File: src/rtl/hazard_forward_scheduler.sv
// Hazard/forwarding scheduler: selects registered one cycle ahead of EXE, stall combinational,
// mem_ready=0 freezes all tracking. Forwarding selected by FORWARDING_UNIT_EN (default: stall-only).
module hazard_forward_scheduler (
   input  logic        clk,
   input  logic        rst,
   input  logic        id_valid,
   input  logic [3:0]  id_src1,
   input  logic [3:0]  id_src2,
   input  logic        id_two_src,
   input  logic [3:0]  id_dest,
   input  logic        id_wb_en,
   input  logic        id_mem_r_en,
   input  logic        mem_ready,
   output logic [1:0]  sel_src1,
   output logic [1:0]  sel_src2,
   output logic        hazard_stall,
   output logic        freeze,
   output logic [1:0]  state,
   output logic [15:0] stall_cnt
);
   typedef enum logic [1:0] {RUN = 2'b00, HAZ = 2'b01, WAIT = 2'b10} state_t;

   state_t     state_q;
   logic       exe_v, exe_wb, exe_mr;
   logic [3:0] exe_dest;
   logic       mem_v, mem_wb, mem_mr;
   logic [3:0] mem_dest;
   logic       wb_v, wb_wb;
   logic [3:0] wb_dest;
   logic       src1_exe, src2_exe, src1_mem, src2_mem, exe_hit;

   assign src1_exe = exe_v & exe_wb & (exe_dest == id_src1);
   assign src2_exe = id_two_src & exe_v & exe_wb & (exe_dest == id_src2);
   assign src1_mem = mem_v & mem_wb & (mem_dest == id_src1);
   assign src2_mem = id_two_src & mem_v & mem_wb & (mem_dest == id_src2);
   assign exe_hit  = src1_exe | src2_exe;

   assign freeze = ~mem_ready;
   assign state  = state_q;

`ifdef FORWARDING_UNIT_EN
   assign hazard_stall = id_valid & mem_ready & exe_hit & exe_mr;
`else
   assign hazard_stall = id_valid & mem_ready & (exe_hit | src1_mem | src2_mem);
`endif

   always_ff @(posedge clk or negedge rst) begin
      if (!rst) begin
         exe_v    <= 1'b0;
         exe_wb   <= 1'b0;
         exe_mr   <= 1'b0;
         exe_dest <= 4'd0;
         mem_v    <= 1'b0;
         mem_wb   <= 1'b0;
         mem_mr   <= 1'b0;
         mem_dest <= 4'd0;
         wb_v     <= 1'b0;
         wb_wb    <= 1'b0;
         wb_dest  <= 4'd0;
      end else if (mem_ready) begin
         wb_v     <= mem_v;
         wb_wb    <= mem_wb;
         wb_dest  <= mem_dest;
         mem_v    <= exe_v;
         mem_wb   <= exe_wb;
         mem_mr   <= exe_mr;
         mem_dest <= exe_dest;
         exe_v    <= id_valid & ~hazard_stall;
         exe_wb   <= id_wb_en;
         exe_mr   <= id_mem_r_en;
         exe_dest <= id_dest;
      end
   end

   // WAIT always wins; leaving WAIT goes through RUN before a hazard can show as HAZ.
   always_ff @(posedge clk or negedge rst) begin
      if (!rst) begin
         state_q   <= RUN;
         stall_cnt <= 16'd0;
      end else begin
         if (!mem_ready)
            state_q <= WAIT;
         else if (state_q == WAIT)
            state_q <= RUN;
         else if (hazard_stall)
            state_q <= HAZ;
         else
            state_q <= RUN;
         if ((hazard_stall || freeze) && stall_cnt != 16'hFFFF)
            stall_cnt <= stall_cnt + 16'd1;
      end
   end

`ifdef FORWARDING_UNIT_EN
   // A loaded EXE hit never reaches here: it stalls and the bubble loads 00.
   function automatic logic [1:0] pick(input logic hit_exe, input logic hit_mem,
                                       input logic exe_load);
      pick = (hit_exe && !exe_load) ? 2'b01 : (hit_mem ? 2'b10 : 2'b00);
   endfunction

   always_ff @(posedge clk or negedge rst) begin
      if (!rst) begin
         sel_src1 <= 2'b00;
         sel_src2 <= 2'b00;
      end else if (mem_ready) begin
         if (id_valid && !hazard_stall) begin
            sel_src1 <= pick(src1_exe, src1_mem, exe_mr);
            sel_src2 <= pick(src2_exe, src2_mem, exe_mr);
         end else begin
            sel_src1 <= 2'b00;
            sel_src2 <= 2'b00;
         end
      end
   end

   // WB hits read the register file directly, so WB tracking never drives an output.
   logic unused_stage;
   assign unused_stage = ^{mem_mr, wb_v, wb_wb, wb_dest};
`else
   assign sel_src1 = 2'b00;
   assign sel_src2 = 2'b00;

   logic unused_stage;
   assign unused_stage = ^{exe_mr, mem_mr, wb_v, wb_wb, wb_dest};
`endif
endmodule
File: config.mk
export PLATFORM = sky130hd
export DESIGN_NAME = hazard_forward_scheduler
export DESIGN_NICKNAME = d
export VERILOG_FILES = /design/src/rtl/hazard_forward_scheduler.sv
export SDC_FILE = /design/constraint.sdc
export NUM_CORES = 1
export LEC_CHECK = 0
export ABC_AREA = 1
export ABC_CLOCK_PERIOD_IN_PS = 3200
export CAP_MARGIN = 15
export CORE_ASPECT_RATIO = 1.75
export CORE_MARGIN = 1
export CORE_UTILIZATION = 30
export CTS_CLUSTER_SIZE = 10
export DETAILED_ROUTE_END_ITERATION = 8
export PLACE_DENSITY = 0.59
export SYNTH_ARGS = -nofsm -noshare
export SYNTH_HDL_FRONTEND = slang
export SYNTH_SLANG_ARGS = --single-unit
File: constraint.sdc
create_clock -name clk -period 3.2 [get_ports clk]
set_input_delay 0.64 -clock clk [delete_from_list [all_inputs] [get_ports clk]]
set_output_delay 0.64 -clock clk [all_outputs]
set_load 0.01 [all_outputs]
* Word level (Yosys, flattened, before mapping)
Cells that the tools add are included. Widths: inputs -> output; s select.
Word-level totals: register bits 30, output and inout port bits 24, input port bits 19
Cells by class: reduce and logical (&&, ||, !) cells 2, bitwise logic cells 18, mux-type cells 3, $add $sub $neg 1, equal/unequal tests 6
Operators by type and width (count):
- $add 16x1->16 const B | 1
- $eq 4x4->1 | 4
- $ne 16x16->1 const B | 1
- $and 1x1->1 | 13
- $or 1x1->1 | 3
- $eq 2x2->1 const B | 1
- $mux 1 | 2
- $mux 2 | 1
- $not 1->1 | 2
- $logic_and 1x1->1 | 1
- $logic_or 1x1->1 | 1

* Depth between registers and ports, before layout
Gate-level depths: netlist (run 1).
depth in word-level cells 10, depth in mapped cells 14, gate-level depth less buffers 13

* Least setup slack after synthesis (run 1)
OpenSTA, ideal clock, no wires.
path kind input-to-output, from input id_src1[3], to output hazard_stall, required time 2.560 ns, buffers on the path 0, cell stages on the path 8, setup slack 1.311 ns, arrival time 1.249 ns, path through xor2_1 -> nor2_1 -> nand2_1 -> nand2_1 -> nand2_1 -> nand2_2 -> nand2_4 -> inv_1
Between the ends: word-level cells in the longest chain between the ends 6
RTL lines:
- start, declared | RTL line 7 | input logic [3:0] id_src1,
- $eq 4x4->1 | RTL line 32 | assign src1_exe = exe_v & exe_wb & (exe_dest == id_src1);
- $and 1x1->1 | RTL line 32
- $or 1x1->1 | RTL line 36 | assign exe_hit = src1_exe | src2_exe;
- $or 1x1->1 * (2 in a row) | RTL line 44 | assign hazard_stall = id_valid & mem_ready & (exe_hit | src1_mem | src2_mem);
- $and 1x1->1 * | RTL line 44
- end, declared | RTL line 16 | output logic hazard_stall,
Every way passes the cells marked *; elsewhere a longest branch is shown, timed or not.

* Final worst setup path (run 1)
from input id_src2[0], to output hazard_stall
Between the ends: word-level cells in the longest chain between the ends 6
RTL lines:
- start, declared | RTL line 8 | input logic [3:0] id_src2,
- $eq 4x4->1 | RTL line 33 | assign src2_exe = id_two_src & exe_v & exe_wb & (exe_dest == id_src2);
- $and 1x1->1 | RTL line 33
- $or 1x1->1 | RTL line 36
- $or 1x1->1 | RTL line 44
- $or 1x1->1 * | RTL line 44
- $and 1x1->1 * | RTL line 44
Marked as above.

==> summary.md, run 1 <==
| Metric | Value |
|---|---|
| Largest net degree at the start of global routing | 31 |
| Multi-input gate area | 923.4 sq um |
| Syn_area_per_cell | 6.975 sq um |
| Crit. Startpoint | id_src2[0] |
| CP arrival | 2.40 ns |
| Register bit total from synthesis | 30 |
| Worst EP required | 2.56 ns |
| Hold Path Origin | state[1] |
| CTS tree | built |
| Fillers | 649 |
| VDD IR max | 0.2568 mV |
| Syn. warnings | 0 |
| HP Class | reg -> reg |
| Status | finished clean |
| GRT Residual Overflow | 0 |
| Switch share | 0.3155 |
| Die Width | 61.67 microns |
| Area delta synth->final | 27.31% |
| Vias in the first global route | 1637 |
| Synthesized cell area | 0.001869 sq mm |
| Num CTS Buffers | 5 |
| CTS root buf | clkbuf_8 |
| I/O pins | 43 |
| Max-slew violations | 0 |
| Die area | 0.006563 sq mm |
| Resized cells post-CTS | 0 |
| Clock power share | 0.304 |
| Total Power | 1.050 mW |
| Switching power | 0.3312 mW |
| Crit start category | primary input |
| Wire per inst | 11.17 microns |
| Drt initial violations | 40 |
| Post-CTS Setup Repair Bufs | 0 |
| Distinct cells, synth | 27 |
| Layout cells sized above 1 | 0.07120 |
| Tmin final | 3.039 ns |
| # rows | 37 |
| Drt first pass iters | 4 |
| Crit-path max FO | 3 |
| Setup Crit Path Kind | in -> out |
| Vias after detailed routing | 1723 |
| Max-cap violations | 0 |
| Routed wire length | 4.322 mm |
| Antenna violations before repair | 0 |
| Sequential fraction of the synthesis area | 0.4016 |
| Post-DP HPWL | 3.131 mm |
| Post-Synthesis Cells | 268 |
| Reg2reg start | stall_cnt[0] |
| # clock sinks | 30 |
| IO buf count | 37 |
| PD cells | 441.1 mW/mm^2 |
| Internal power | 0.7185 mW |
| Reg power frac | 0.457 |
| Reg clk slew, reported paths | 0.06 ns |
| Clk buf depth | 2 |
| Reg2reg setup slack | 1.04 ns |
| Post-CTS Hold Fix Bufs | 0 |
| Seq. cell area | 750.7 sq um |
| Gr usage total | 0.1423 |
| Final number of setup-violating endpoints | 0 |
| First-pass GRT wire length | 6.969 mm |
| Combinational Power Share | 0.239 |
| Area of the core | 0.005926 sq mm |
| Max Freq | 329.0 MHz |
| Final Cycle Share | 0.9497 |
| Antenna cell count | 0 |
| # H-tree levels | 2 |
| Setup TNS | 0 ns |
| Post-route ant nets | 0 |
| Initial Util | 0.3155 |
| RSZ-0062 raised after global routing | false |
| Clock skew | 0.007421 ns |
| Crit. End Element | output pin |
| Die Y | 106.4 microns |
| NumNets Final | 328 |
| Hold Vio Cnt, Final | 0 |
| Post-layout util | 0.4016 |
| Routability cong. | 0.7369 |
| Worst-Skew Late Latency | 0.28 ns |
| Remaining DRCs | 0 |
| Pleak | 1.215 nW |
| Vias per cell | 4.452 |
## final cells by class
cell class                 instances  area share
tap                               78     0.04101
timing repair buffer              39      0.1619
sequential                        30      0.3155
clock inverter                     1    0.002103
multi-input combinational        197      0.3880
clock buffer                       7     0.03628
inverter                          35     0.05521
## synth_stat cells, drive strengths merged
library cell  number  area, sq um
inv               35        131.4
conb               1        3.750
clkbuf             2        7.510
nand3b             1        7.510
nand3             23        120.1
nor2              21        78.83
nand4              3        25.02
dfrtp             30        750.7
nand2            116        478.0
nor3               4        31.28
xor2               6        52.55
and3               1        6.260
o21ai             13        65.06
buf                7        67.56
a21oi              1        5.000
xnor2              3        26.28
ha                 1        12.51
## final timing paths
path                            cells after the start           end
max in group asynchronous                           2      state[0]
worst max-delay path                               12  hazard_stall
worst min-delay path                                1      state[0]
worst min register to register                      1      state[0]
min in group asynchronous                           2   mem_dest[1]
worst max register to register                      8  stall_cnt[5]
## critical path, cell delays in order
cell             delay (ns)
clkdlybuf4s50_1        0.51
inv_1                  0.07
nand2_1                0.06
nand3_1                0.07
nor2_1                 0.12
nand2_1                0.07
nand2_1                0.06
nand2_1                0.05
nand2_2                0.09
nand2_4                0.08
inv_1                  0.06
clkdlybuf4s50_1        0.52
## metal layers
metal  GRT usage  routed length [microns]  up-vias  part of all wire
met4     0.05873                       51        0             0.012
met3     0.02798                      180        6             0.042
met5           0                        0        -                 0
met2      0.2634                     2319       41              0.54
met1      0.1451                     1771      786              0.41
li1            -                        -      890                 -
## power by group through the flow
stage	Sequential (mW)	Combinational, mW	Clock (mW)
2_1_floorplan	0.489	0.131	0
3_3_place_gp	0.487	0.250	0
3_5_place_dp	0.487	0.254	0
4_1_cts	0.481	0.256	0.336
5_1_grt	0.488	0.284	0.351
6_report	0.480	0.251	0.319
## registers in the layout, indices dropped and copies added, names as in the netlist
register	cells
exe_dest	4
exe_wb	1
exe_v	1
state	2
mem_v	1
stall_cnt	16
mem_dest	4
mem_wb	1
## metrics by stage
step / hold WS, ns / setup WS (ns) / cell area (sq um) / cells
2_1_floorplan: 0.3444 / 1.311 / 1881 / 271
3_3_place_gp: 0.4367 / 0.1414 / 2288 / 379
3_5_place_dp: 0.4478 / 0.1452 / 2288 / 379
4_1_cts: 0.4612 / 0.1372 / 2380 / 387
5_1_grt: 0.4905 / 0.01678 / 2380 / 387
6_report: 0.4541 / 0.1609 / 2380 / 387
## cell families (layout without fill, tap and decap cells)
group,after synthesis,count (layout),share of synthesized area
xor+xnor,9,9,0.04217
fa+ha+maj,1,1,0.006692
compound gates,14,14,0.03748
simple gates,169,169,0.3996
flops,30,30,0.4016
buf+inv,44,82,0.1104
other cells,1,4,0.002006
## cell usage in the layout, fill, tap and decap left out, types with 2 or more instances in the layout
master           count
buf_4                2
inv_1               29
nand2_1            112
inv_2                6
nand2_8              2
clkbuf_8             6
xnor2_1              3
dfrtp_1             30
nor3_1               3
conb_1               4
nor2_1              21
clkdlybuf4s50_1     37
o21ai_0             12
nand4_1              2
xor2_1               6
nand3_1             22
Power figures use the tool's default switching activity.
==> inputs of run 2 (changes only) <==
--- a/config.mk
+++ b/config.mk
@@ -10,10 +10,10 @@
 export CAP_MARGIN = 15
 export CORE_ASPECT_RATIO = 1.75
 export CORE_MARGIN = 1
-export CORE_UTILIZATION = 30
+export CORE_UTILIZATION = 47
 export CTS_CLUSTER_SIZE = 10
 export DETAILED_ROUTE_END_ITERATION = 8
-export PLACE_DENSITY = 0.59
+export PLACE_DENSITY = 0.83
 export SYNTH_ARGS = -nofsm -noshare
 export SYNTH_HDL_FRONTEND = slang
 export SYNTH_SLANG_ARGS = --single-unit
==> run 2 against run 1 <==
Net effect:
- clock skew rose by 0.0021 ns
- count of clock-buffer cells in the layout fell by 1
- cell count fell by 7.8%
- design area fell by 1.3%
- register-to-register slack improved by 0.06 ns
- clock power barely moved
- maximum frequency rose by 0.28%
- sequential power barely moved
- critical path depth did not move
- first-iteration DRC count fell by 2.5%
==> summary.md, run 2 (synthesis results as in run 1) <==
| Metric | Value |
|---|---|
| Status | finished clean |
| # clock sinks | 30 (unchanged) |
| Largest registers | stall_cnt (16), exe_dest (4), mem_dest (4) |
| RSZ-0062 raised after global routing | false |
| Vias in the first global route | 1710 (+4.5%) |
| Routed wire length | 3.973 mm (-8.1%) |
| Most flops, register | stall_cnt |
| Post-CTS Hold Fix Bufs | 0 (unchanged) |
| Setup TNS | 0 ns (unchanged) |
| Hold Path Origin | state[1] |
| Area delta synth->final | 25.64% |
| Remaining DRCs | 0 (unchanged) |
| CTS tree | built |
| Worst hold path cell count | 1 (unchanged) |
| CP max stage delay | 0.52 ns (about the same) |
| Die Width | 49.67 microns (-19%) |
| Post-route ant nets | 0 (unchanged) |
| Area of the core | 0.003829 sq mm (-35%) |
| Setup Crit Path Kind | in -> out |
| Die Y | 85.43 microns (-20%) |
| Vias after detailed routing | 1757 (+2.0%) |
| Post-DP HPWL | 2.922 mm (-6.7%) |
| Reg2reg start | stall_cnt[0] |
| WP buf/inv | 5 (+1) |
| Max-cap violations | 0 (unchanged) |
| Post-CTS Setup Repair Bufs | 0 (unchanged) |
| Crit start category | primary input |
| Largest net degree at the start of global routing | 31 (unchanged) |
| CP arrival | 2.39 ns (about the same) |
| Wire per inst | 11.13 microns (-0.35%) |
| # H-tree levels | 2 (unchanged) |
| Worst EP required | 2.56 ns (about the same) |
| Max Freq | 330.0 MHz (+0.28%) |
| GRT Residual Overflow | 0 (unchanged) |
| Clk buf depth | 2 (unchanged) |
| R2r endpoint | stall_cnt[5] |
| HP Class | reg -> reg |
| # rows | 30 (-19%) |
| I/O pins | 43 (unchanged) |
| Highest-count cells in the layout ignoring fill and taps | nand2_1 (112), clkdlybuf4s50_1 (37), dfrtp_1 (30) |
| Crit. End Element | output pin |
| PD cells | 447.4 mW/mm^2 (+1.4%) |
| Drt first pass iters | 4 (unchanged) |
| Worst Hold End | state[0] |
| Ordered list of cells on the worst path | clkdlybuf4s50_1 > inv_1 > nand2_1 > nand2_1 > nor2_1 > nand3_1 > nand2_1 > inv_1 > nand2_2 > nand2_4 > inv_1 > clkdlybuf4s50_1 |
| Vias per cell | 4.922 (+11%) |
| Antenna cell count | 0 (unchanged) |
| Resized cells post-CTS | 0 (unchanged) |
| First-pass GRT wire length | 7.038 mm (+0.99%) |
| Pleak | 1.214 nW (about the same) |
| Crit-path slowest cell | clkdlybuf4s50_1 |
| Most common cell after layout, fill and taps aside | nand2_1 |
| Reg clk slew, reported paths | 0.06 ns (about the same) |
| Num CTS Buffers | 5 (unchanged) |
| Hold Vio Cnt, Final | 0 (unchanged) |
| Layout cells sized above 1 | 0.07767 (+0.006472) |
| IO buf count | 37 (unchanged) |
| Hold WS | 0.4365 ns (-0.01752 ns) |
| Die area | 0.004243 sq mm (-35%) |
| Crit-path max FO | 3 (unchanged) |
| Routability cong. | 0.8649 (+17%) |
| Tmin final | 3.031 ns (-0.008610 ns) |
| Gr usage total | 0.2158 (+0.07354) |
| NumNets Final | 328 (unchanged) |
| Initial Util | 0.4882 (+0.1728) |
| R2R cell count | 8 (unchanged) |
| Drt initial violations | 39 (-2.5%) |
| CTS root buf | clkbuf_8 |
| Reg2reg setup slack | 1.10 ns (+0.06 ns) |
| Worst-Skew Late Latency | 0.28 ns (about the same) |
| CP delay by family, top | buffers and inverters |
| Max-slew violations | 0 (unchanged) |
| Antenna violations before repair | 0 (unchanged) |
| Clock skew | 0.009497 ns (+0.002076 ns) |
| Final Cycle Share | 0.9470 (-0.002691) |
| VDD IR max | 0.3257 mV (+27%) |
| Final number of setup-violating endpoints | 0 (unchanged) |
| Max reg flops | 16 (unchanged) |
## run 2: metrics by stage
stage	util	setup WS [ns]	instance area, sq um	std cells	total power, mW
floorplan	-	1.311	1881	271	0.6197
global placement	0.5879	0.1759	2251	349	0.7309
detailed placement	0.5879	0.1616	2251	349	0.7403
CTS	0.6127	0.1519	2346	357	1.068
global route	0.6134	0.01064	2349	357	1.118
finish	0.6134	0.1695	2349	357	1.051
## run 2: worst max path at each step
| stage | from | endpoint | slack [ns] | depth (start not counted) |
|---|---|---|---|---|
| 2_1_floorplan | id_src1[3] | hazard_stall | 1.31 | 8 |
| 3_3_place_gp | id_src2[1] | hazard_stall | 0.18 | 12 |
| 3_5_place_dp | id_src2[1] | hazard_stall | 0.16 | 12 |
| 4_1_cts | id_src2[1] | hazard_stall | 0.15 | 12 |
| 5_1_grt | id_src2[1] | hazard_stall | 0.01 | 12 |
| 6_report | id_src2[1] | hazard_stall | 0.17 | 12 |
## run 2: cell type report
class | instances | area, sq um
fillers | 376 | 1480
well taps | 48 | 60.06
inverters | 35 | 131.4
multi-input cells | 197 | 925.9
clock buffers | 6 | 82.58
clock inverters | 2 | 12.51
repair buffers | 39 | 385.4
flip-flops and latches | 30 | 750.7
## run 2: layer usage
metal / GRT usage / share of wire
met1: 0.2216 / 0.41
met3: 0.03943 / 0.039
met4: 0.1065 / 0.030
met2: 0.4029 / 0.52
met5: 0 / 0
## run 2: report_power, final
part	total (mW)	switching (mW)	internal (mW)	leakage [nW]
clock network	0.319	0.146	0.173	0.0472
logic	0.252	0.130	0.122	0.778
registers	0.480	0.0560	0.424	0.389
==> inputs of run 3 (changes only) <==
--- a/config.mk
+++ b/config.mk
@@ -11,6 +11,7 @@
 export CORE_ASPECT_RATIO = 1.75
 export CORE_MARGIN = 1
 export CORE_UTILIZATION = 47
+export CTS_CLUSTER_DIAMETER = 80
 export CTS_CLUSTER_SIZE = 10
 export DETAILED_ROUTE_END_ITERATION = 8
 export PLACE_DENSITY = 0.83
==> results of run 3 <==
The final DEF is identical to that of run 2; final timing and power are the same.
